==> src/rtl/vbs_raster_generator_pkg.sv <==
// ============================================================================
// vbs_raster_generator_pkg : PAL default raster constants and width helper
// Rev 1.0
// ============================================================================
`default_nettype none

package vbs_raster_generator_pkg;

  localparam int unsigned PAL_H_TOTAL       = 512;
  localparam int unsigned PAL_V_TOTAL       = 313;
  localparam int unsigned PAL_HSYNC_START   = 2;
  localparam int unsigned PAL_HSYNC_WIDTH   = 29;
  localparam int unsigned PAL_VSYNC_LINES   = 4;

  function automatic int unsigned cnt_width(input int unsigned n);
    return (n > 1) ? $clog2(n) : 1;
  endfunction

endpackage

`default_nettype wire

==> src/rtl/vbs_sync_timing.sv <==
// ============================================================================
// vbs_sync_timing : h/v raster counters, composite sync and frame-start strobe
// Rev 1.0
// ============================================================================
`default_nettype none

module vbs_sync_timing
  import vbs_raster_generator_pkg::*;
#(
  parameter int unsigned H_TOTAL     = PAL_H_TOTAL,
  parameter int unsigned V_TOTAL     = PAL_V_TOTAL,
  parameter int unsigned HSYNC_START = PAL_HSYNC_START,
  parameter int unsigned HSYNC_WIDTH = PAL_HSYNC_WIDTH,
  parameter int unsigned VSYNC_LINES = PAL_VSYNC_LINES,
  parameter int unsigned HW          = cnt_width(H_TOTAL),
  parameter int unsigned VW          = cnt_width(V_TOTAL)
) (
  input  logic          clk,
  input  logic          resetN,
  output logic          sync,
  output logic          frameStart,
  output logic [HW-1:0] hCount,
  output logic [VW-1:0] vCount
);

  localparam logic [HW-1:0] c_H_LAST   = HW'(H_TOTAL - 1);
  localparam logic [VW-1:0] c_V_LAST   = VW'(V_TOTAL - 1);
  localparam logic [HW-1:0] c_HS_FIRST = HW'(HSYNC_START);
  localparam logic [HW-1:0] c_HS_LAST  = HW'(HSYNC_START + HSYNC_WIDTH - 1);
  localparam logic [VW-1:0] c_VS_LINES = VW'(VSYNC_LINES);

  logic [HW-1:0] h_q, h_d;
  logic [VW-1:0] v_q, v_d;
  logic          sync_q, sync_d;
  logic          fs_q, fs_d;
  logic          w_pulse;

  // Counters lead the registered outputs by one clock: sync/frameStart
  // visible in a cycle describe the position counted in the previous one.
  always_comb begin
    h_d = h_q + 1'b1;
    v_d = v_q;
    if (h_q == c_H_LAST) begin
      h_d = '0;
      v_d = (v_q == c_V_LAST) ? '0 : v_q + 1'b1;
    end
    w_pulse = (h_q >= c_HS_FIRST) && (h_q <= c_HS_LAST);
    sync_d  = (v_q < c_VS_LINES) ? w_pulse : ~w_pulse;
    fs_d    = (h_q == '0) && (v_q == '0);
  end

  always_ff @(posedge clk or negedge resetN) begin
    if (!resetN) begin
      h_q    <= '0;
      v_q    <= '0;
      sync_q <= 1'b1;
      fs_q   <= 1'b0;
    end else begin
      h_q    <= h_d;
      v_q    <= v_d;
      sync_q <= sync_d;
      fs_q   <= fs_d;
    end
  end

  assign sync       = sync_q;
  assign frameStart = fs_q;
  assign hCount     = h_q;
  assign vCount     = v_q;

endmodule

`default_nettype wire

==> src/rtl/vbs_raster_generator.sv <==
// ============================================================================
// vbs_raster_generator : composite sync plus 1-bit bitmap window from video RAM
// Rev 1.0
// ============================================================================
`default_nettype none

module vbs_raster_generator
  import vbs_raster_generator_pkg::*;
#(
  parameter int unsigned H_TOTAL       = PAL_H_TOTAL,
  parameter int unsigned V_TOTAL       = PAL_V_TOTAL,
  parameter int unsigned HSYNC_START   = PAL_HSYNC_START,
  parameter int unsigned HSYNC_WIDTH   = PAL_HSYNC_WIDTH,
  parameter int unsigned VSYNC_LINES   = PAL_VSYNC_LINES,
  parameter int unsigned X_START       = 96,
  parameter int unsigned Y_START       = 35,
  parameter int unsigned BYTES_PER_ROW = 16,
  parameter int unsigned ROWS          = 128,
  parameter int unsigned LINE_REPEAT   = 2,
  parameter int unsigned ADDR_WIDTH    = 11
) (
  input  logic                  clk,
  input  logic                  resetN,
  input  logic                  enable,
  input  logic                  invert,
  input  logic [ADDR_WIDTH-1:0] baseAddr,
  output logic                  memRead,
  output logic [ADDR_WIDTH-1:0] memAddr,
  input  logic [7:0]            memData,
  output logic                  sync,
  output logic                  pixel,
  output logic                  active,
  output logic                  frameStart
);

  localparam int unsigned HW = cnt_width(H_TOTAL);
  localparam int unsigned VW = cnt_width(V_TOTAL);
  localparam int unsigned RW = cnt_width(LINE_REPEAT);
  localparam int unsigned BW = cnt_width(BYTES_PER_ROW);

  localparam logic [HW-1:0]         c_X_FETCH   = HW'(X_START - 2);
  localparam logic [HW-1:0]         c_X_FIRST   = HW'(X_START);
  localparam logic [HW-1:0]         c_X_LAST    = HW'(X_START + 8 * BYTES_PER_ROW - 1);
  localparam logic [HW-1:0]         c_H_LAST    = HW'(H_TOTAL - 1);
  localparam logic [VW-1:0]         c_Y_FIRST   = VW'(Y_START);
  localparam logic [VW-1:0]         c_Y_LAST    = VW'(Y_START + ROWS * LINE_REPEAT - 1);
  localparam logic [RW-1:0]         c_REP_LAST  = RW'(LINE_REPEAT - 1);
  localparam logic [BW-1:0]         c_LEFT_INIT = BW'(BYTES_PER_ROW - 1);
  localparam logic [ADDR_WIDTH-1:0] c_ROW_STEP  = ADDR_WIDTH'(BYTES_PER_ROW);

  if ((X_START < 2) || (LINE_REPEAT < 1) ||
      (X_START + 8 * BYTES_PER_ROW > H_TOTAL) ||
      (Y_START + ROWS * LINE_REPEAT > V_TOTAL)) begin : g_bad_geometry
    $error("vbs_raster_generator: bitmap window does not fit the raster");
  end

  logic [HW-1:0] hCount;
  logic [VW-1:0] vCount;

  vbs_sync_timing #(
    .H_TOTAL     (H_TOTAL),
    .V_TOTAL     (V_TOTAL),
    .HSYNC_START (HSYNC_START),
    .HSYNC_WIDTH (HSYNC_WIDTH),
    .VSYNC_LINES (VSYNC_LINES),
    .HW          (HW),
    .VW          (VW)
  ) u_sync (
    .clk        (clk),
    .resetN     (resetN),
    .sync       (sync),
    .frameStart (frameStart),
    .hCount     (hCount),
    .vCount     (vCount)
  );

  logic                  armed_q;
  logic                  en_q, en_d, inv_q, inv_d;
  logic [ADDR_WIDTH-1:0] row_q, row_d, addr_q, addr_d;
  logic [RW-1:0]         rep_q, rep_d;
  logic [BW-1:0]         left_q, left_d;
  logic [2:0]            ph_q, ph_d;
  logic                  fetch_q, fetch_d, rd_q, rd_d, load_q;
  logic [7:0]            shift_q, shift_d;
  logic                  act_q, act_d, pix_q, pix_d;
  logic                  w_fs, w_win, w_start, w_next;
  logic [ADDR_WIDTH-1:0] w_row;

  always_comb begin
    w_fs  = (hCount == '0) && (vCount == '0);
    // The first frame start after reset only arms the latch, so frame 0 is dark.
    en_d  = w_fs ? (enable & armed_q) : en_q;
    inv_d = w_fs ? invert : inv_q;
    w_row = w_fs ? baseAddr : row_q;
    w_win = en_d && (vCount >= c_Y_FIRST) && (vCount <= c_Y_LAST);

    row_d = w_row;
    rep_d = w_fs ? '0 : rep_q;
    if (w_win && (hCount == c_H_LAST)) begin
      if (rep_q == c_REP_LAST) begin
        rep_d = '0;
        row_d = row_q + c_ROW_STEP;
      end else begin
        rep_d = rep_q + 1'b1;
      end
    end

    // One read every 8 clocks: the phase counter returns to 0 eight clocks after each read.
    w_start = w_win && (hCount == c_X_FETCH);
    w_next  = fetch_q && (ph_q == 3'd0);
    rd_d    = w_start | w_next;
    addr_d  = addr_q;
    left_d  = left_q;
    fetch_d = fetch_q;
    ph_d    = ph_q + 3'd1;
    if (w_start) begin
      addr_d  = w_row;
      left_d  = c_LEFT_INIT;
      fetch_d = (c_LEFT_INIT != '0);
      ph_d    = 3'd1;
    end else if (w_next) begin
      addr_d  = addr_q + 1'b1;
      left_d  = left_q - 1'b1;
      fetch_d = (left_q != BW'(1));
      ph_d    = 3'd1;
    end

    shift_d = load_q ? memData : {shift_q[6:0], 1'b0};
    act_d   = w_win && (hCount >= c_X_FIRST) && (hCount <= c_X_LAST);
    pix_d   = act_d & (shift_d[7] ^ inv_q);
  end

  always_ff @(posedge clk or negedge resetN) begin
    if (!resetN) begin
      armed_q <= 1'b0;
      en_q    <= 1'b0;
      inv_q   <= 1'b0;
      row_q   <= '0;
      addr_q  <= '0;
      rep_q   <= '0;
      left_q  <= '0;
      ph_q    <= '0;
      fetch_q <= 1'b0;
      rd_q    <= 1'b0;
      load_q  <= 1'b0;
      shift_q <= '0;
      act_q   <= 1'b0;
      pix_q   <= 1'b0;
    end else begin
      armed_q <= 1'b1;
      en_q    <= en_d;
      inv_q   <= inv_d;
      row_q   <= row_d;
      addr_q  <= addr_d;
      rep_q   <= rep_d;
      left_q  <= left_d;
      ph_q    <= ph_d;
      fetch_q <= fetch_d;
      rd_q    <= rd_d;
      load_q  <= rd_q;
      shift_q <= shift_d;
      act_q   <= act_d;
      pix_q   <= pix_d;
    end
  end

  assign memRead = rd_q;
  assign memAddr = addr_q;
  assign active  = act_q;
  assign pixel   = pix_q;

endmodule

`default_nettype wire

==> config.mk <==
export PLATFORM = sky130hd
export DESIGN_NAME = vbs_raster_generator
export DESIGN_NICKNAME = d
export VERILOG_FILES = /design/src/rtl/vbs_raster_generator_pkg.sv /design/src/rtl/vbs_sync_timing.sv /design/src/rtl/vbs_raster_generator.sv
export SDC_FILE = /design/constraint.sdc
export NUM_CORES = 1
export LEC_CHECK = 0
export BUFFER_PORTS_ARGS = -buffer_cell sky130_fd_sc_hd__buf_2
export CAP_MARGIN = 20
export CORE_MARGIN = 2
export CORE_UTILIZATION = 60
export CTS_BUF_LIST = sky130_fd_sc_hd__clkbuf_4 sky130_fd_sc_hd__clkbuf_8
export CTS_CLUSTER_DIAMETER = 80
export DETAILED_ROUTE_END_ITERATION = 7
export PLACE_DENSITY = 0.82
export SETUP_SLACK_MARGIN = 0.5
export SLEW_MARGIN = 20
export SYNTH_ARGS = -nofsm -noshare
export SYNTH_HDL_FRONTEND = slang
export SYNTH_HIERARCHICAL = 1
export SYNTH_SLANG_ARGS = --single-unit
==> constraint.sdc <==
create_clock -name clk -period 3.2 [get_ports clk]
set_clock_uncertainty 0.1 [all_clocks]
set_input_delay 0.16 -clock clk [delete_from_list [all_inputs] [get_ports clk]]
set_output_delay 0.16 -clock clk [all_outputs]
set_load 0.005 [all_outputs]
==> results of run 1 <==
[kinds of logic (layout without fill, tap and decap cells)]
group           count (synthesis)  after routing  share of synthesized area (%)
buf+inv                        23             84                          3.013
fa+ha+maj                      12             12                          4.464
flops                          65             65                          48.40
xor+xnor                       28             28                          7.292
compound gates                 34             34                          7.329
simple gates                  132            132                          20.76
mux                            27             27                          8.631
other cells                     1              1                         0.1115
[registers in the layout, summed over array words and instances (netlist names), 3 cells and up]
signal / count
left_q: 4
shift_q: 7
ph_q: 3
row_q: 11
u_sync/vCount: 9
u_sync/hCount: 9
memAddr: 11
[area by class of cell]
class	instances	area share [%]
Tap cell	72	2.295
Sequential cell	65	41.47
Clock inverter	7	1.371
Inverter	14	1.339
Clock buffer	9	3.156
Timing Repair Buffer	54	8.734
Multi-Input combinational cell	234	41.63
[timing repair]
action / CTS / global route
endpoints found under the setup margin: 0 / 1
hold endpoints to repair: 32 / 0
hold buffers: 13 / 0
resized for setup: 0 / 1
[cell usage after synthesis, types with 3 or more instances]
master / n
mux2_2: 12
o21ai_0: 5
a21oi_1: 8
nor3_1: 9
clkbuf_1: 4
inv_1: 14
and3_1: 8
and2_1: 5
nor4_2: 3
nor2_1: 29
nand3_1: 13
dfrtp_1: 64
nor4_1: 4
nand4_1: 7
nand2_1: 37
ha_1: 12
xor2_1: 12
mux2i_1: 14
xnor2_1: 16
[how the worst min path moves through the flow]
stage | from | slack, ns | to
final | baseAddr[10] | 0.02 | row_q[10]
after CTS | baseAddr[10] | 0.008 | row_q[10]
after floorplan | resetN | -0.24 | active
after global routing | baseAddr[10] | 0.02 | row_q[10]
after detailed placement | resetN | 0.04 | shift_q[4]
after global placement | resetN | 0.03 | shift_q[5]
[per-stage QoR]
stage	utilization, %	area (um2)	instances
5_1_grt	71.72	3925	455
2_1_floorplan	-	3363	322
3_5_place_dp	66.10	3617	426
4_1_cts	71.72	3925	455
6_report	71.72	3925	455
3_3_place_gp	66.10	3617	426
[power groups by stage]
stage	Sequential, W	Clock, W	Combinational [W]
after floorplan	0.000850	0	0.0000184
final	0.000835	0.000629	0.0000627
after CTS	0.000835	0.000642	0.0000647
after global placement	0.000850	0	0.0000508
after detailed placement	0.000851	0	0.0000527
after global routing	0.000836	0.000682	0.0000717
[routing by layer]
layer | GRT usage [%] | vias up | part of all wire, %
li1 | - | 1234 | -
met1 | 30.39 | 1224 | 44
met2 | 38.72 | 63 | 50
met3 | 4.091 | 13 | 4.0
met4 | 11.21 | 0 | 2.0
met5 | 0 | - | 0
[critical path: stages (launching register included)]
cell and delay, ns:
dfrtp_1 0.46, nor4_2 0.44, nand3_1 0.20, nor3_2 0.34
o211a_2 0.40, mux2_4 0.33, o21a_1 0.16
==> flow_summary.ini, run 1 <==
[timing]
setup_tns_ns = 0
relSlewSlack_pct = 63.41
worst_slack_ns = 0.6667
fin_crit_sh_pct = 79.16
max_freq_ghz = 0.3947
holdWs_ns = 0.02044
grt_setup_unrepaired = no
tightest_slew_ns = 0.5489
hold_viol_final = 0
setup_viol = 0
fin_crit_ns = 2.533
slew_viol_final = 0

[run]
max_cap_viol_count = 0

[place]
detailedPlace.worstSlack_ns = 0.6459
port_buffers = 38
gp_congestion = 0.8029
dpl.hpwl_mm = 4.589

[synthesis]
ys_async_sr_fraction_pct = 100.0
ys_seq_area_share_pct = 48.40
synthFlopType = dfrtp_1
yosys_warnings = 6
synth-edff-count = 0
synthesis.nets = 357
synth-seq-cells = 65
synthCells = 322
synth.top_cell.area_share_pct = 47.62
synthTopCellsByArea = dfrtp_1, ha_1, mux2i_1, xnor2_1, nand2_1
ys_types = 55
synth_top_area_cell = dfrtp_1
syn_avg_cell_area_um2 = 10.44
netlist_area_um2 = 3363

[layout]
area_growth_syn_to_layout_pct = 16.70
final_common_cell = dfrtp_1
drive_above_1_share_pct = 22.72
final_cell_mix = dfrtp_1, buf_2, nand2_1
multi_input_area_um2 = 1634
diodes = 0
seq_area_um2 = 1628
fin_nets = 413
fillers = 405

[detailed_routing]
initialDrtViolationCount = 155
routed_wl_mm = 6.553
first_pass_iters = 5
route.detailed.drc = 0
vias = 2534
wl_per_cell_um = 14.40
via_per_inst = 5.569
drtAntennaViolNets = 0

[grt]
grt_max_degree = 46
grt.overflow.total = 0
antenna_found_initial = 0
grt_usage_pct = 23.50
grt_pass1_vias = 2553
grt_pass1_wl_mm = 11.29

[power_and_ir_drop]
max-vdd-ir-drop_uv = 305.4
total_switching_power_w = 0.0003773
combPwrFrac_pct = 4.1
p_leak_nw = 1.859
seqPwrFrac_pct = 54.7
totalPowerFinal_w = 0.001527
p_sw_share_pct = 24.72
clockPowerShare_pct = 41.2
internal-power_w = 0.001149
p_per_area_nw_per_um2 = 388.9

[critical_path]
reg2reg_from = u_sync/hCount[0]
worstPathRequired_ns = 3.33
cp_data_arrival_time_ns = 2.66
crit_type = reg2reg
timing.rr.end = row_q[9]
cp_max_fo = 10
cp-endpoint = row_q[9]
reg2reg_depth = 6
crit_start = u_sync/hCount[0]
end_kind = register
r2r_slack_ns = 0.67
cp-start-kind = register

[clocking]
insertion_delay_ns = 0.34
numCtsBuffers = 9
cts_tree = built
clock_sinks = 65
h-tree-depth = 3
cts_root_buf = clkbuf_8
post-cts-setup-buffers = 0
cts_buffer_depth = 2
clk_pin_slew_ns = 0.08

[floorplan]
rows = 27
core_um2 = 5473
io_pins = 39
start_util_pct = 61.45
fp.dieH_um = 78.87
dieArea_um2 = 6220
die_w_um = 78.87

[status]
status = finished, final reports clean

[hold_path]
min_path_type = in2reg
holdPathStages = 2
Note: power is estimated with default switching activity, not from simulation.
==> run 2: changes to the inputs <==
CORE_UTILIZATION = 55   (was 60)
PLACE_DENSITY = 0.79   (was 0.82)
clock period = 2.3 ns   (was 3.2 ns; I/O delays follow)
==> flow_summary.ini, run 2 (same netlist as run 1, synthesis figures left out) <==
[clocking]
cts_root_buf = clkbuf_8
cts_tree = built
insertion_delay_ns = 0.35
h-tree-depth = 3
cts_buffer_depth = 2
numCtsBuffers = 9
clk_pin_slew_ns = 0.07
clock_sinks = 65

[layout]
final_cell_mix = dfrtp_1, buf_2, nand2_1
drive_above_1_share_pct = 38.08
utilization_pct = 77.60
fin_nets = 458
diodes = 0
area_growth_syn_to_layout_pct = 36.61
final_common_cell = dfrtp_1

[grt]
grt_pass1_wl_mm = 13.46
grt_usage_pct = 26.90
grt.overflow.total = 0
grt_pass1_vias = 2886
antenna_found_initial = 0
grt_max_degree = 43

[hold_path]
min_path_type = in2reg
holdPathStages = 3
min_to = row_q[6]
min-delay-start = baseAddr[6]

[critical_path]
cp-start-kind = register
end_kind = register
r2r_slack_ns = 0.01
slowest_delay_ns = 0.42
path_cells = a2111o_1 > a211oi_2 > xnor2_2 > o21a_1 > and3_4 > mux2_4
timing.critical_path.buf_inv = 0
cp_max_fo = 5
crit_type = reg2reg
worstPathRequired_ns = 2.43
timing.rr.end = memAddr[9]
reg2reg_depth = 6
critPathTopFamily = compound AO/OA/AOI/OAI gates
slowest_stage = a2111o_1
cp_data_arrival_time_ns = 2.42
reg2reg_from = u_sync/vCount[1]

[power_and_ir_drop]
p_leak_nw = 2.218
max-vdd-ir-drop_uv = 387.0
p_per_area_nw_per_um2 = 471.6

[floorplan]
rows = 28
die_w_um = 82.20
start_util_pct = 56.80
dieArea_um2 = 6757
core_um2 = 5921
io_pins = 39
fp.dieH_um = 82.20

[detailed_routing]
dr_wl_met3_um = 482
top_layer_used = met4
wl_per_cell_um = 17.99
drtAntennaViolNets = 0
wl_met1_mm = 3.674
via_per_inst = 5.656
first_pass_iters = 5
route.detailed.drc = 0
dr_wl_met2_mm = 4.623
vias = 2845
routed_wl_mm = 9.049
initialDrtViolationCount = 196

[timing]
fin_crit_sh_pct = 99.48
setup_viol = 0
hold_viol_final = 1
fin_crit_ns = 2.288
holdWs_ns = -0.001571
max_freq_ghz = 0.4371
relSlewSlack_pct = 59.78
tightest_slew_ns = 0.6033
setup_tns_ns = 0
grt_setup_unrepaired = yes
slew_viol_final = 0

[place]
gp_congestion = 0.9171
dpl.hpwl_mm = 5.068
port_buffers = 38

[run]
max_cap_viol_count = 0

[status]
status = finished with violations
failed_checks = negative hold slack
run 2: repair_timing:
action,CTS,global route
setup buffers,12,9
endpoints found under the setup margin,42,45
resized for setup,28,32
hold endpoints to repair,38,0
pin swaps,14,15
hold buffers,16,0
run 2: metrics by stage:
| step | area [um2] | std cells | total power, W | setup WS, ns | hold WS [ns] |
|---|---|---|---|---|---|
| detailed placement | 3832 | 450 | 0.001260 | 0.03347 | 0.05098 |
| finish | 4594 | 503 | 0.002167 | 0.01201 | -0.001571 |
| CTS | 4413 | 494 | 0.002183 | 0.1422 | 0.003176 |
| global placement | 3832 | 450 | 0.001258 | 0.1311 | 0.04290 |
| floorplan | 3418 | 322 | 0.001208 | 0.09195 | -0.2806 |
| global route | 4594 | 503 | 0.002240 | -0.05858 | 0.03746 |
run 2: per-layer routing:
layer / GRT usage (%) / vias up
met2: 45.24 / 101
met5: 0 / -
met4: 13.50 / 0
li1: - / 1318
met3: 7.717 / 27
met1: 31.33 / 1399
run 2: worst reg2reg max path: stages, from the launching register on:
cell,delay [ns]
dfrtp_1,0.38
a2111o_1,0.42
a211oi_2,0.30
xnor2_2,0.21
o21a_1,0.23
and3_4,0.23
mux2_4,0.31
run 2: how the worst max path moves through the flow:
stage                                 from    endpoint  slack [ns]  cells after the start
after global routing      u_sync/vCount[1]  memAddr[9]       -0.06                      6
after CTS                 u_sync/vCount[1]    row_q[9]        0.14                      6
after detailed placement  u_sync/vCount[1]    row_q[9]        0.03                      7
after global placement    u_sync/vCount[2]    row_q[9]        0.13                      7
final                     u_sync/vCount[1]  memAddr[9]        0.01                      6
after floorplan           u_sync/vCount[1]    row_q[9]        0.09                      7
run 2: power breakdown:
part           switching (W)  leakage, nW  internal (W)
clock network       0.000421       0.0988      0.000481
logic              0.0000479         1.32     0.0000539
registers         0.00000829        0.804       0.00116
run 2: area by class of cell:
class,instances,area [um2]
Timing Repair Buffer,99,758.2
Multi-Input combinational cell,234,1878
Clock buffer,15,175.2
Fill cell,344,1326
Clock inverter,1,5.005
Sequential cell,65,1632
Tap cell,75,93.84
Inverter,14,52.55
